`config.mk`:
```
export PLATFORM = sky130hd
export DESIGN_NAME = score_keeper
export DESIGN_NICKNAME = d
export VERILOG_FILES = /design/src/rtl/runner_pkg.sv /design/src/rtl/bcd_incrementer.sv /design/src/rtl/score_keeper.sv
export SDC_FILE = /design/constraint.sdc
export NUM_CORES = 1
export LEC_CHECK = 0
export ABC_AREA = 1
export BUFFER_PORTS_ARGS = -buffer_cell sky130_fd_sc_hd__buf_2
export CAP_MARGIN = 5
export CORE_ASPECT_RATIO = 1.1
export CORE_UTILIZATION = 35
export DETAILED_ROUTE_END_ITERATION = 8
export PLACE_DENSITY = 0.69
export SYNTH_ARGS = -nofsm -noshare
export SYNTH_HDL_FRONTEND = slang
export SYNTH_HIERARCHICAL = 1
export SYNTH_SLANG_ARGS = --single-unit
```
`constraint.sdc`:
```
create_clock -name clk -period 2.6 [get_ports clk]
set_clock_uncertainty 0.2 [all_clocks]
set_input_delay 0.26 -clock clk [delete_from_list [all_inputs] [get_ports clk]]
set_output_delay 0.26 -clock clk [all_outputs]
set_load 0.01 [all_outputs]
```
`src/rtl/runner_pkg.sv`:
```
// rtl/runner_pkg.sv - shared game types: score FSM state encoding and default score width
package runner_pkg;

  typedef enum logic [1:0] {
    IDLE = 2'd0,
    RUN  = 2'd1,
    OVER = 2'd2
  } score_state_t;

  localparam int SCORE_DIGITS = 4;

endpackage

```
`src/rtl/bcd_incrementer.sv`:
```
// rtl/bcd_incrementer.sv - combinational saturating BCD +1 with hundred-wrap flag
module bcd_incrementer #(
  parameter int DIGITS = 4
) (
  input  logic [4*DIGITS-1:0] value,
  output logic [4*DIGITS-1:0] value_inc,
  output logic                saturated,
  output logic                hundred_wrap
);

  logic [4*DIGITS-1:0] ripple;
  logic                carry;
  logic                all_nines;
  logic [3:0]          digit;

  always_comb begin
    ripple    = value;
    carry     = 1'b1;
    all_nines = 1'b1;
    digit     = 4'd0;
    for (int i = 0; i < DIGITS; i++) begin
      digit = value[4*i +: 4];
      all_nines = all_nines & (digit == 4'd9);
      if (carry) begin
        if (digit == 4'd9) begin
          ripple[4*i +: 4] = 4'd0;
        end else begin
          ripple[4*i +: 4] = digit + 4'd1;
          carry = 1'b0;
        end
      end
    end
  end

  // A full-nines score holds rather than rolling over to zero.
  assign saturated = all_nines;
  assign value_inc = all_nines ? value : ripple;

  if (DIGITS >= 3) begin : g_wrap
    assign hundred_wrap = !all_nines && (value[7:0] == 8'h99);
  end else begin : g_nowrap
    assign hundred_wrap = 1'b0;
  end

endmodule

```
`src/rtl/score_keeper.sv`:
```
// rtl/score_keeper.sv - game FSM, frame counting, saturating BCD score and display packing
// SCORE_HIGH_SCORE_EN builds the high-score register and the upper half of display.
module score_keeper
  import runner_pkg::*;
#(
  parameter int DIGITS           = SCORE_DIGITS,
  parameter int FRAMES_PER_POINT = 6
) (
  input  logic                clk,
  input  logic                rst,
  input  logic                frame_done,
  input  logic                start,
  input  logic                crash,
  output logic [4*DIGITS-1:0] score_bcd,
  output logic [4*DIGITS-1:0] high_bcd,
  output logic [31:0]         display,
  output logic                milestone,
  output logic [1:0]          state
);

  localparam int SW = 4 * DIGITS;
  localparam int CW = (FRAMES_PER_POINT > 1) ? $clog2(FRAMES_PER_POINT) : 1;
  localparam logic [CW-1:0] CNT_LAST = CW'(FRAMES_PER_POINT - 1);

  score_state_t  state_q, state_d;
  logic [SW-1:0] score_q, score_d;
  logic [CW-1:0] cnt_q, cnt_d;
  logic          frame_prev_q, frame_prev_d;
  logic          milestone_q, milestone_d;
  logic [SW-1:0] score_inc;
  logic          score_sat;
  logic          score_wrap;
  logic          rise;
  logic          ending;

  bcd_incrementer #(.DIGITS(DIGITS)) u_inc (
    .value        (score_q),
    .value_inc    (score_inc),
    .saturated    (score_sat),
    .hundred_wrap (score_wrap)
  );

  assign rise = frame_done & ~frame_prev_q;

  always_comb begin
    state_d      = state_q;
    score_d      = score_q;
    cnt_d        = cnt_q;
    frame_prev_d = frame_done;
    milestone_d  = 1'b0;
    ending       = 1'b0;
    case (state_q)
      IDLE: begin
        if (start) begin
          state_d = RUN;
          score_d = '0;
          cnt_d   = '0;
        end
      end
      RUN: begin
        // Crash wins over a frame finishing in the same cycle.
        if (crash) begin
          state_d = OVER;
          ending  = 1'b1;
        end else if (rise) begin
          if (cnt_q == CNT_LAST) begin
            cnt_d       = '0;
            score_d     = score_inc;
            milestone_d = score_wrap & ~score_sat;
          end else begin
            cnt_d = cnt_q + 1'b1;
          end
        end
      end
      OVER: begin
        if (start && !crash) begin
          state_d = RUN;
          score_d = '0;
          cnt_d   = '0;
        end
      end
      default: state_d = IDLE;
    endcase
  end

  always_ff @(posedge clk) begin
    if (rst) begin
      state_q      <= IDLE;
      score_q      <= '0;
      cnt_q        <= '0;
      frame_prev_q <= 1'b0;
      milestone_q  <= 1'b0;
    end else begin
      state_q      <= state_d;
      score_q      <= score_d;
      cnt_q        <= cnt_d;
      frame_prev_q <= frame_prev_d;
      milestone_q  <= milestone_d;
    end
  end

`ifdef SCORE_HIGH_SCORE_EN
  logic [SW-1:0] high_q, high_d;

  // BCD preserves numeric order, so a plain binary compare is sufficient.
  always_comb begin
    high_d = high_q;
    if (ending && (score_q > high_q)) high_d = score_q;
  end

  always_ff @(posedge clk) begin
    if (rst) high_q <= '0;
    else     high_q <= high_d;
  end

  assign high_bcd = high_q;

  always_comb begin
    display           = '0;
    display[SW-1:0]   = score_q;
    display[16 +: SW] = high_q;
  end
`else
  logic unused_ending;
  assign unused_ending = ending;
  assign high_bcd      = '0;

  always_comb begin
    display         = '0;
    display[SW-1:0] = score_q;
  end
`endif

  assign score_bcd = score_q;
  assign milestone = milestone_q;
  assign state     = state_q;

endmodule

```
; Word-level counts from Yosys, hierarchy flattened
; Cells that the tools add are included.
[classes]
addsub = 5
eq_ne = 18
muxes = 29
bitwise_logic = 10
reduce_logical = 13
[ops]
columns = op, n
row1 = 16-bit two-way mux, 6
row2 = 16-bit case mux with 3 select lines, 1
row3 = 4-bit two-way mux, 7
row4 = 8-bit AND reduction, 3
row5 = "4-bit by 1-bit adder with 4-bit output, second input constant", 4
row6 = "4-bit == test, second input constant", 4
row7 = 3-bit two-way mux, 5
row8 = "2-bit inequality test, second input constant", 7
row9 = 3-bit case mux with 3 select lines, 1
row10 = "8-bit == test, second input constant", 1
row11 = 7-bit AND reduction, 1
row12 = 2-bit two-way mux, 3
row13 = "2-bit by 1-bit inequality test with 1-bit output, second input constant", 3
row14 = 2-bit case mux with 3 select lines, 1
row15 = 1-bit bitwise AND, 5
row16 = 1-bit two-way mux, 5
row17 = 1-bit inverter, 5
row18 = 5-bit AND reduction, 1
row19 = 5-bit OR reduction, 1
row20 = "3-bit by 1-bit adder with 3-bit output, second input constant", 1
row21 = "3-bit == test, second input constant", 1
row22 = 3-bit AND reduction, 1
row23 = 3-bit nonzero test, 1
row24 = "2-bit by 1-bit == test with 1-bit output, second input constant", 1
row25 = 4 further kinds, 6
[totals]
reg_bits = 23
input_bits = 5
output_inout_bits = 67
wordCells = 83

; Logic depth before layout (Yosys ltp)
; Gate-level depths: netlist (run 1).
[logic_depth]
word_depth = 10
mapped_depth = 11
ltp_nobuf = 11

; Hierarchy
; Netlist (run 1), hierarchy kept.
[modules_own_cells]
columns = module, instances, cells_per_inst, area_per_inst_um2, seq_area_each_um2
row1 = score_keeper, 1, 222, 1476.4, 460.4
row2 = bcd_incrementer, 1, 104, 526.8, 0.0

; Worst setup path after synthesis (run 1)
; Ideal clock, no wire load.
[synth_timing]
path_type = reg2reg
startpoint = register score_q[3] (netlist: score_bcd[3])
endpoint = register score_q[15] (netlist: score_bcd[15])
setup_ns = 0.064
arrival_ns = 1.350
required_time_ns = 2.336
path_slack_ns = 0.986
path_stages_with_launch = 11
path_buffers = 0
synth_period_minus_slack_ns = 1.614
path_cell_list = dfxtp_1 -> inv_1 -> nor2_2 -> nand2_4 -> nor2_8 -> nand3_4 -> nand3_1 -> nand2_1 -> nand4_1 -> nand2_1 -> nor2_1
[synth_via]
elab_chain_cells = 6
elab_cells_between_ends = 10
cone_classes = 3 x eq/ne / 3 x mux / 3 x bitwise / 1 x reduce/logical
[synth_lines]
columns = item, line
row1 = "start, declared", score_keeper.sv:26  ; logic [SW-1:0] score_q, score_d;
row2 = "start signal, assigned", score_keeper.sv:95  ; score_q <= score_d;
row3 = 4-bit == test (*), "bcd_incrementer.sv:23, bcd_incrementer.sv:25"
row4 = 1-bit two-way mux / 1-bit bitwise AND (equally long branches), "bcd_incrementer.sv:25, bcd_incrementer.sv:23"
row5 = 1-bit two-way mux / 1-bit bitwise AND (equally long branches) (2 in a row), "bcd_incrementer.sv:24, bcd_incrementer.sv:23"
row6 = 2-bit by 1-bit inequality test with 1-bit output (no line) / 2-bit inequality test (equally long branches), n/a
row7 = 8-bit AND reduction (no line) (*), n/a
; Mark *: on every way between the ends. The rest lies on a longest branch, timed or not.
; A chain may end at the register's enable or synchronous reset.

; Worst setup path after layout (run 1)
[layout_timing]
startpoint = register state_q[0] (netlist: state[0])
endpoint = register score_q[15] (netlist: score_bcd[15])
[layout_via]
elab_chain_cells = 3
elab_cells_between_ends = 13
cone_classes = 9 x eq/ne / 1 x mux / 3 x reduce/logical
[layout_lines]
columns = item, line
row1 = "start, declared", score_keeper.sv:25  ; score_state_t state_q, state_d;
row2 = "start signal, assigned", score_keeper.sv:94  ; state_q <= state_d;
row3 = "2-bit by 1-bit == test with 1-bit output, or another cell as far along", score_keeper.sv:52  ; case (state_q)
row4 = "2-bit by 1-bit inequality test with 1-bit output (no line), or another cell as far along", n/a
row5 = 8-bit AND reduction (no line), n/a
; Several ways; a longest one is shown, not always the timed one.

==> results by stage, run 1 <==
Timing:
- The setup TNS is 0 ns.
- The achievable frequency is 0.4738 GHz.
- The number of hold-slack violations in the final timing report is 0.
- The share of the cycle needed by the critical path after routing is 81.17%.
- Setup repair after global routing left no endpoint under its margin.
- Setup violations remaining at the end of the flow were counted as 0.
- The final critical-path required period is 2.110 ns.
- At the pin with the least slew margin, the transition time is 0.5265 ns.
- The headroom to the max-slew limit is 64.86%.
- The max-slew violation count is 0.

Global routing:
- The largest net degree at the start of global routing is 18.
- The first-pass GRT wire length is 6.506 mm.
- Global routing consumed, over all layers together, 13.89% of the routing resources.
- The number of antenna violations at the first check in global routing is 0.
- The global routing met3 resource utilization is 2.978%.
- The via count of the first global-routing pass is 1,503.
- The most heavily used metal layer in global routing is met2.
- The total congestion overflow after global routing is 0.
- For met2 alone, demand over resource in global routing was 24.36%.
- Global routing used 16.82% of the available met1 tracks.

Drt:
- The via density per instance is 4.408.
- The number of detailed-routing iterations run before antenna repair is 4.
- The residual DRC count is 0.
- The overall via count from detail_route is 1,860.
- Once detail routing completed, the nets flagged for antenna violations numbered 0.
- After detailed routing, the average wire length per cell comes to 9.723 µm.
- The total wire length is 4.103 mm.
- The violation count after the first detailed-routing iteration is 160.

Floorplanning:
- The floorplan row count is 28.
- The core region is 5430 µm².
- The die outline width is 74.13 µm.
- The vertical extent of the die is 81.35 µm.
- The number of ports placed on the die boundary is 72.
- For this configuration, the core starts out at a cell density of 36.89%.
- The area of the die is 6030 µm².

Critical path:
- For the worst flop-to-flop path, the logic depth is 8.
- The setup path with the least slack is of type flop to flop.
- The critical-path maximum fanout is 17.
- At the worst endpoint, the arrival time is 2.13 ns.
- The worst setup path is captured at a flop.
- For the worst setup path, the data required time is 2.62 ns.
- The element type at the critical path start is a flop.

Synthesis:
- The synthesized netlist contains 23 unique library cells.
- The number of warnings printed during yosys synthesis is 6.
- In the post-synthesis netlist, the biggest area contributors are sky130_fd_sc_hd__dfxtp_1 (23%), sky130_fd_sc_hd__buf_4 (18%), sky130_fd_sc_hd__nand2_1 (16%), sky130_fd_sc_hd__nor2_1 (8.6%), sky130_fd_sc_hd__inv_1 (5.8%).
- The share of the synthesized area in the top cell type is 22.99%.
- Averaged over all synthesized cells, the footprint is 6.145 µm².
- The synthesized netlist devotes 43.79% of its cell area to simple gates.
- The dominant combinational cell family by area after synthesis is simple AND/OR/NAND/NOR gates.
- Of all cell types, the one taking the most synthesized area is sky130_fd_sc_hd__dfxtp_1.
- The adder-cell share of the synthesized area is 0%.
- The parity-gate share of the synthesized area counting xor and xnor cells is 0.8745%.
- The count of mapped cells out of synthesis is 326.
- Synthesis inferred 23 register bits.
- The proportion of synthesized area in mux cells is 0%.
- The fraction of the yosys area taken by sequential cells is 22.99%.
- The area of the mapped netlist is 2003 µm².
- The post-synthesis compound-gate area fraction is 4.997%.

Clocking:
- Counting every sink on the clock net gives 23.
- No sink is reached through more buffers than the 2 on the longest clock path.
- CTS built an H-tree with a depth of 1.
- The clock slew seen by the registers of the worst setup and hold paths is 0.09 ns.
- TritonCTS created 3 clock buffers.
- The tree is rooted in a sky130_fd_sc_hd__clkbuf_8.
- The later-pin clock latency in the skew report is 0.27 ns.
- Once the clock tree was built, the setup fixing pass inserted 0 buffers.
- TritonCTS built the clock tree.

Power and ir drop:
- In this run the power density over the cells is 587.6 nW/µm².
- The worst-case IR drop observed on VDD is 0.3469 mV.
- The standby leakage power is 1.091 nW.

Final layout:
- The number of fillers in the final layout is 595.
- In the final layout, the multi-input gates occupy 1115 µm².
- The post-route netlist has 19.02% of its cells at a drive strength greater than 1.
- The layout overhead on the synthesized area is 3.810%.
- The final core area utilization is 38.29%.
- The area used by sequential logic in the layout is 460.4 µm².
- The final net count is 353.
- The number of antenna diodes in the final layout is 0.

Placed design:
- Port buffering added 39 buffers.
- The detailed placer's ending HPWL is 3.061 mm.
- Routability-driven placement finished with a final weighted congestion of 0.8471.

Hold path:
- The class of the most critical hold timing path is input pin to flop.
- The number of cells on the worst hold path is 4.

Flow run:
- Across the run, the number of max-cap violations was 0.

Run status:
- The flow ran to the end, and the final reports show no timing, DRC or antenna violations.
-- synth_stat cells, drive strengths merged --
library cell and n:
conb 1, nand4 16, nand2 89, dfxtp 23, buf 54, nor4 1
xor2 2, nor2 57, nand3 24, clkbuf 2, inv 37, o21ai 16
a21oi 4
-- cell families after synthesis --
family | after synthesis
other | 1
DFF | 23
buffers and inverters | 93
and+or+nand+nor | 187
AOI/OAI and AO/OA | 20
xor gates and xnor gates | 2
-- layer usage --
metal  part of all wire, %  up-vias
met5                     0        -
met4                   1.1        0
met3                   4.6        4
met2                    49       54
met1                    45      814
li1                      -      988
-- final cells by class --
cell class              count  share of cell area, %
clock inverters             1                 0.3610
well taps                  75                  4.513
clock buffers               3                  1.986
inverters                  37                  6.679
multi-input cells         241                  53.61
repair buffers             42                  10.71
flip-flops and latches     23                  22.14
-- report_power, final --
group	leakage, nW	total, W	switching, W	internal (W)
logic	0.880	0.000494	0.000319	0.000175
registers	0.189	0.000489	0.0000871	0.000402
clock network	0.0217	0.000239	0.000130	0.000109
total	1.09	0.00122	0.000536	0.000686
-- critical path, cell delays in order (launching register included) --
cell and delay [ns]:
sky130_fd_sc_hd__dfxtp_1 0.40, sky130_fd_sc_hd__inv_2 0.10, sky130_fd_sc_hd__nor2_8 0.21, sky130_fd_sc_hd__nand2_1 0.11, sky130_fd_sc_hd__nand2_1 0.36, sky130_fd_sc_hd__inv_2 0.06, sky130_fd_sc_hd__nor2_2 0.42, sky130_fd_sc_hd__nor2_1 0.09
sky130_fd_sc_hd__nor2_1 0.11
-- flip-flops by register name (all words and copies together), names as in the netlist --
register	flops
state	2
cnt_q	3
score_bcd	16
frame_prev_q	1
milestone	1
-- per-stage QoR --
stage | total power, W | cells | hold slack, ns | cell area [µm²] | setup slack (ns)
after global placement | 0.0009817 | 416 | 0.2698 | 2011 | 0.6092
after global routing | 0.001326 | 422 | 0.1129 | 2079 | 0.2237
after CTS | 0.001239 | 422 | 0.07630 | 2079 | 0.4966
after detailed placement | 0.0009906 | 416 | 0.2719 | 2011 | 0.5285
final | 0.001222 | 422 | 0.08485 | 2079 | 0.4896
after floorplan | 0.0009405 | 357 | 0.1291 | 2120 | 0.9863
-- timing repair --
action                                  in CTS  in global routing
endpoints found under the setup margin       0                  0
hold endpoints to repair                     3                  0
gates resized for setup                      0                  0
hold buffers                                 2                  0
-- layout by cell type, fill, tap and decap left out, types with 4 or more instances in the layout --
cell and count:
sky130_fd_sc_hd__conb_1 32, sky130_fd_sc_hd__dfxtp_1 23, sky130_fd_sc_hd__buf_2 39, sky130_fd_sc_hd__nand4_1 16, sky130_fd_sc_hd__nor2_2 5, sky130_fd_sc_hd__nor2_1 46, sky130_fd_sc_hd__nand2_1 85, sky130_fd_sc_hd__o21ai_0 16
sky130_fd_sc_hd__inv_1 31, sky130_fd_sc_hd__a21oi_1 4, sky130_fd_sc_hd__nor2_4 4, sky130_fd_sc_hd__inv_2 6, sky130_fd_sc_hd__nand3_1 23
-- worst paths after layout --
path	from	slack, ns	endpoint
setup reg to reg	state[0]	0.49	score_bcd[15]
setup / recovery	state[0]	0.49	score_bcd[15]
hold reg to reg	frame_prev_q	0.32	milestone
hold / removal	crash	0.08	state[0]
No activity file was read; power rests on OpenSTA's default activity.
==> run 2, diff against run 1 <==
PLACE_DENSITY = 0.71   (was 0.69)
clock period = 1.8 ns   (was 2.6 ns; I/O delays follow)
==> run 2 against run 1 <==
  * Core utilization grew 3.1 points
  * Critical path depth rose by 2
  * Cell area grew 8.1%
  * Global-route usage is 0.99 points higher
  * Clock-buffer cell count is the same
  * Highest routed layer unchanged
  * Wire length increased by 10%
  * Die area is the same
  * Critical endpoint is now score_bcd[9]
==> results by stage, run 2 (synthesis gave the netlist of run 1 again) <==
Global routing:
- The global routing met3 resource utilization was 2.978% (unchanged).
- The global routing stage identified its most utilized layer as met2.
- The largest net degree at the start of global routing is 14 (-4).
- The first-pass GRT wire length is 7.024 mm (+8.0%).
- The fraction of met2 tracks used by global routing is 26.36% (+2.0 points).
- The number of antenna violations at the first check in global routing is 0 (unchanged).
- The global-route met1 utilization came to 18.47% (+1.6 points).
- The via count of the first global-routing pass is 1,604 (+6.7%).
- The total congestion overflow after global routing is 0 (unchanged).
- The total routing resource utilization after global routing came to 14.88% (+0.99 points).

Final layout:
- The final instance area is 2247 µm² (+8.1%).
- The area used by sequential logic in the layout is 467.9 µm² (+1.6%).
- Relative to the synthesized area, the layout overhead comes to 12.18%.
- The final net count was 371 (+5.1%).
- Leaving out fill and tap cells, the most frequent cell in the layout is sky130_fd_sc_hd__nand2_1.
- The fraction of layout cells with a size suffix above 1 is 25.21% (+6.2 points).
- The number of fillers in the final layout is 575 (-3.4%).
- The area of combinational cells with multiple inputs was 1127 µm² (+1.1%).
- The flip-flop count of the largest register after layout is 16 (unchanged).
- Leaving out fill and tap cells, the most frequent cells in the layout are sky130_fd_sc_hd__nand2_1 (85), sky130_fd_sc_hd__nor2_1 (45), sky130_fd_sc_hd__buf_2 (39).
- The number of antenna diodes is 0 (unchanged).

Power and ir drop:
- The power density over cell area is 834.8 nW/µm² (+42%).
- The worst ir drop on vdd came to 0.4787 mV (+38%).
- The standby leakage power came to 1.197 nW (+9.7%).

Floorplanning:
- The floorplan row count is 28 (unchanged).
- The starting density of the core was 36.89% (unchanged).
- The placeable core region is 5430 µm² (unchanged).
- The die outline width is 74.13 µm (unchanged).
- The number of ports placed on the die boundary is 72 (unchanged).
- The vertical extent of the die is 81.35 µm (unchanged).
- The area of the die is 6030 µm² (unchanged).

Drt:
- The via density per instance was 4.445 (+0.86%).
- The total wire length came to 4.516 mm (+10%).
- The number of nets with antenna violations after detailed routing is 0 (unchanged).
- The per-cell routed wire length is 10.26 µm (+5.6%).
- The overall via count from detail_route is 1,956 (+5.2%).
- The residual DRC count came to 0 (unchanged).
- The violation count after the first detailed-routing iteration is 87 (-46%).
- The number of detailed-routing iterations run before antenna repair is 4 (unchanged).

Timing:
- The max-slew violation count was 0 (unchanged).
- The final-report setup violation count came to 0 (unchanged).
- The share of the cycle needed by the critical path after routing is 94.09%.
- The final critical-path required period is 1.694 ns.
- Derived from the worst setup path, the maximum achievable clock frequency is 0.5904 GHz.
- The setup TNS is 0 ns (unchanged).
- The number of hold-slack violations in the final timing report is 0 (unchanged).
- Setup repair after global routing left no endpoint under its margin.

Critical path:
- The worst setup path is launched from an input pin.
- Walking the worst path, the cells encountered are dlygate4sd3_1 > buf_2 > nor2_1 > nand2_1 > nand2_1 > nand2_1 > nor2_2 > buf_12 > nor2_1 > nor2_1.
- The data arrival time of the critical path is 1.69 ns (-0.44 ns).
- The required time at the worst-slack endpoint is 1.80 ns (-0.82 ns).
- The number of buffer and inverter stages on the critical path came to 3 (+1).
- By startpoint and endpoint, the worst setup path is classified as input pin to flop.
- The critical-path maximum fanout was 12 (-5).
- The number of cells on the critical path is 10 (+2).
- The category of cells accounting for the largest share of critical-path delay is buffers and inverters.
- The cell at the slowest stage of the critical path is sky130_fd_sc_hd__dlygate4sd3_1.
- The delay of the slowest cell on the worst path is 0.52 ns (+0.10 ns).
- The nature of the critical path endpoint is a flop.
- The number of cell instances on the worst register-to-register path is 11 (+3).

Clocking:
- The root buffer cell is sky130_fd_sc_hd__clkbuf_8.
- The number of clock sinks seen by CTS came to 23 (unchanged).
- The maximum level of the CTS H-tree came to 1 (unchanged).
- The clock slew seen by the registers of the worst setup and hold paths was 0.08 ns (about the same).
- The later-pin clock latency in the skew report is 0.27 ns (about the same).
- The number of buffers created by CTS is 3 (unchanged).
- The maximum buffer depth of the clock tree is 2 (unchanged).
- The CTS tree is yes.

Placed design:
- The total cell area at the placement stage is 2136 µm² (+6.2%).
- The global placer's final weighted congestion is 0.8431 (-0.47%).
- The number of buffer cells added on primary ports is 39 (unchanged).
- The detailed placer's ending HPWL is 3.354 mm (+9.6%).

Flow run:
- The max-capacitance violation count was 0 (unchanged).

Run status:
- The run finished with clean final reports.

Hold path:
- The number of cells on the worst hold path came to 3 (-1).
- The path class of the tightest hold or removal check is input pin to flop.
-- run 2: final timing paths --
check,startpoint,to,slack [ns]
hold / removal,frame_done,milestone,0.03
hold reg to reg,score_bcd[3],score_bcd[3],0.32
setup reg to reg,score_bcd[9],score_bcd[13],0.16
setup / recovery,crash,score_bcd[9],0.11
-- run 2: power breakdown --
part / internal [W] / switching [W] / leakage [nW] / total [W]
Clock: 0.000155 / 0.000175 / 0.0255 / 0.000329
Combinational: 0.000336 / 0.000534 / 0.980 / 0.000869
Sequential: 0.000586 / 0.0000916 / 0.192 / 0.000678
Total: 0.00108 / 0.000800 / 1.20 / 0.00188
-- run 2: stage by stage --
| step | util, % | setup WS (ns) | total power, W | hold WS (ns) | instances |
|---|---|---|---|---|---|
| global placement | 39.33 | 0.08581 | 0.001524 | 0.1903 | 431 |
| floorplan | - | 0.1863 | 0.001358 | 0.04907 | 357 |
| CTS | 40.74 | 0.04207 | 0.001878 | 0.02148 | 438 |
| global route | 41.38 | 0.0006792 | 0.002036 | 0.03841 | 440 |
| finish | 41.38 | 0.1063 | 0.001876 | 0.02916 | 440 |
| detailed placement | 39.33 | 0.07301 | 0.001536 | 0.1983 | 431 |
-- run 2: metal layers --
layer  routed length [µm]  up-vias
met1                 2090      879
met2                 2185       59
met3                  217        2
met4                   23        0
met5                    0        -
li1                     -     1016
-- run 2: what timing repair did --
action / in CTS / in global routing
setup endpoints to repair: 0 / 12
hold endpoints to repair: 3 / 0
resized for setup: 0 / 10
setup buffers: 0 / 2
hold buffers: 3 / 0
-- run 2: tightest hold or removal path, stage by stage --
cell and delay, ns:
sky130_fd_sc_hd__buf_2 0.10, sky130_fd_sc_hd__nand2_1 0.11, sky130_fd_sc_hd__nor4_1 0.06
-- run 2: final cells by class --
cell class / count / share of cell area, %
clock buffer: 3 / 1.837
inverter: 37 / 6.180
tap: 75 / 4.176
timing repair buffer: 60 / 16.59
multi-input combinational: 241 / 50.17
sequential: 23 / 20.82
clock inverter: 1 / 0.2227
==> run 3, diff against run 2 <==
CELL_PAD_IN_SITES_DETAIL_PLACEMENT = 1   (was unset)
CELL_PAD_IN_SITES_GLOBAL_PLACEMENT = 1   (was unset)
CORE_UTILIZATION = 30   (was 35)
PLACE_DENSITY = 0.85   (was 0.71)
==> run 3 against run 2 <==
  * Global-route usage up 0.87 points
  * Worst setup slack worse by 0.016 ns
  * Sequential share of layout area shrank 0.82 points
  * Clock power increased by 2%
  * Combinational power grew 8.5%
  * Maximum frequency is 0.95% lower
  * Hold slack worse by 0.011 ns
  * Non-clock buffer count increased by 10
  * Register-to-register slack got worse by 0.07 ns
  * Core utilization decreased by 4.0 points
  * Wire length rose by 26%
  * Critical path type is now flop to flop
  * Largest cell class unchanged
  * Largest power group unchanged
  * Highest routed layer unchanged
==> results by stage, run 3 (synthesis gave the netlist of run 1 again) <==
Run status:
- The flow ran to the end, and the final reports show no timing, DRC or antenna violations.

Drt:
- The per-cell routed wire length is 12.48 µm (+22%).
- The violation count after the first detailed-routing iteration is 79 (-9.2%).
- The total wire length is 5.679 mm (+26%).
- The overall via count from detail_route is 2,054 (+5.0%).
- The number of nets with antenna violations after detailed routing is 0 (unchanged).
- The residual DRC count came to 0 (unchanged).
- The via density per instance is 4.514 (+1.5%).
- The number of detailed-routing iterations run before antenna repair is 4 (unchanged).

Critical path:
- The worst setup path is captured at a flop.
- The element type at the critical path start is a flop.
- The required time at the worst-slack endpoint came to 1.81 ns (about the same).
- The data arrival time of the critical path is 1.72 ns (+0.03 ns).
- The worst setup path is of the flop to flop kind.
- The critical-path maximum fanout is 6 (-6).

Placed design:
- The detailed placer's ending HPWL is 4.044 mm (+21%).
- The global placer's final weighted congestion was 0.8290 (-1.7%).
- The total cell area at the placement stage is 2172 µm² (+1.7%).
- The number of buffer cells added on primary ports is 39 (unchanged).

Clocking:
- The number of buffers created by CTS came to 3 (unchanged).
- The maximum level of the CTS H-tree is 1 (unchanged).
- The root buffer cell is sky130_fd_sc_hd__clkbuf_8.
- The clock slew seen by the registers of the worst setup and hold paths is 0.09 ns (about the same).
- TritonCTS built the clock tree.
- The maximum buffer depth of the clock tree is 2 (unchanged).
- The number of clock sinks seen by CTS is 23 (unchanged).
- The later-pin clock latency in the skew report is 0.26 ns (about the same).

Timing:
- The achievable frequency is 0.5848 GHz (-0.95%).
- The setup TNS is 0 ns (unchanged).
- The share of the cycle needed by the critical path after routing is 95.00% (+0.90 points).
- The final-report setup violation count is 0 (unchanged).
- The number of hold-slack violations in the final timing report is 0 (unchanged).
- The final critical-path required period was 1.710 ns (+0.01628 ns).
- The max-slew violation count is 0 (unchanged).

Global routing:
- The largest net degree at the start of global routing was 15 (+1).
- The total routing resource utilization after global routing is 15.76% (+0.87 points).
- The first-pass GRT wire length is 8.694 mm (+24%).
- The total congestion overflow after global routing came to 0 (unchanged).
- The via count of the first global-routing pass is 1,884 (+17%).
- The number of antenna violations at the first check in global routing is 0 (unchanged).

Final layout:
- Leaving out fill and tap cells, the most frequent cell in the layout is sky130_fd_sc_hd__nand2_1.
- The final net count is 381 (+2.7%).
- The layout overhead on the synthesized area is 17.74%.
- The final instance area was 2359 µm² (+5.0%).
- The flip-flop count of the largest register after layout is 16 (unchanged).
- The number of antenna diodes came to 0 (unchanged).
- Leaving out fill and tap cells, the most frequent cells in the layout are sky130_fd_sc_hd__nand2_1 (83), sky130_fd_sc_hd__nor2_1 (43), sky130_fd_sc_hd__buf_2 (39).
- The final core area utilization came to 37.40% (-4.0 points).
- The fraction of layout cells with a size suffix above 1 came to 29.33% (+4.1 points).

Floorplanning:
- The floorplan row count is 30 (+7.1%).
- The area of the die is 7008 µm² (+16%).
- The placeable core region is 6306 µm² (+16%).
- The vertical extent of the die is 87.70 µm (+7.8%).
- The die outline width came to 79.91 µm (+7.8%).
- The number of ports placed on the die boundary is 72 (unchanged).
- The starting density of the core is 31.77% (-5.1 points).

Power and ir drop:
- The standby leakage power was 1.266 nW (+5.8%).
- The worst ir drop on vdd is 0.3093 mV (-35%).
- The power density over cell area is 825.3 nW/µm² (-1.1%).

Flow run:
- The max-capacitance violation count is 0 (unchanged).

Hold path:
- The tightest min-delay check is of the input pin to flop type.
-- run 3: cell count changes in the layout (fill, tap and decap cells not counted), moves of 2 or more --
cell,change
sky130_fd_sc_hd__nor2_1,-2
sky130_fd_sc_hd__nand2_1,-2
sky130_fd_sc_hd__nand3_1,-2
sky130_fd_sc_hd__nand3_2,+2
sky130_fd_sc_hd__buf_4,+11
-- run 3: critical path, stage by stage (launching register included) --
cell                      delay [ns]
sky130_fd_sc_hd__dfxtp_2        0.37
sky130_fd_sc_hd__inv_1          0.08
sky130_fd_sc_hd__nand2_1        0.08
sky130_fd_sc_hd__nor2_4         0.20
sky130_fd_sc_hd__nand2_4        0.10
sky130_fd_sc_hd__nor2_4         0.11
sky130_fd_sc_hd__nand2_1        0.09
sky130_fd_sc_hd__nand3_2        0.08
sky130_fd_sc_hd__nand2_1        0.07
sky130_fd_sc_hd__nand4_1        0.09
sky130_fd_sc_hd__nand2_1        0.07
sky130_fd_sc_hd__nor2_2         0.10
-- run 3: final cells by class --
class	count	area [µm²]
Inverter	37	138.9
Clock buffer	4	45.04
Tap cell	80	100.1
Sequential cell	23	471.7
Fill cell	896	3948
Multi-Input combinational cell	241	1157
Timing Repair Buffer	70	445.4
-- run 3: path summary, 6_finish.rpt --
check,from,end,slack [ns],cells after the start
hold reg to reg,frame_prev_q,milestone,0.32,3
setup / recovery,score_bcd[2],score_bcd[15],0.09,11
setup reg to reg,score_bcd[2],score_bcd[15],0.09,11
hold / removal,crash,state[0],0.02,4
-- run 3: metal layers --
layer	global-route usage (%)	up-vias	share of wire, %
li1	-	1035	-
met1	18.94	955	43
met2	28.90	54	52
met3	1.771	10	3.8
met4	5.357	0	1.5
met5	0	-	0
-- run 3: timing repair --
item | in CTS | in global routing
hold endpoints to repair | 3 | 0
endpoints found under the setup margin | 1 | 11
hold buffers | 2 | 0
gates resized for setup | 0 | 21
setup buffers | 1 | 8
pin swaps | 1 | 6
-- run 3: where the power goes --
part | switching (W) | total (W) | leakage (nW) | internal, W
Clock | 0.000176 | 0.000334 | 0.0228 | 0.000158
Combinational | 0.000584 | 0.000943 | 1.05 | 0.000359
Sequential | 0.0000818 | 0.000669 | 0.192 | 0.000587
Total | 0.000842 | 0.00195 | 1.27 | 0.00110
-- run 3: stage by stage --
step                cells  worst slack [ns]  power (W)  hold WS (ns)
detailed placement    440           0.03873   0.001584        0.1977
global placement      440            0.1051   0.001554        0.1943
CTS                   447           0.02321   0.001927       0.01369
floorplan             357            0.1863   0.001358       0.04907
finish                455           0.09004   0.001946       0.01859
global route          455          -0.06570   0.002119       0.02905
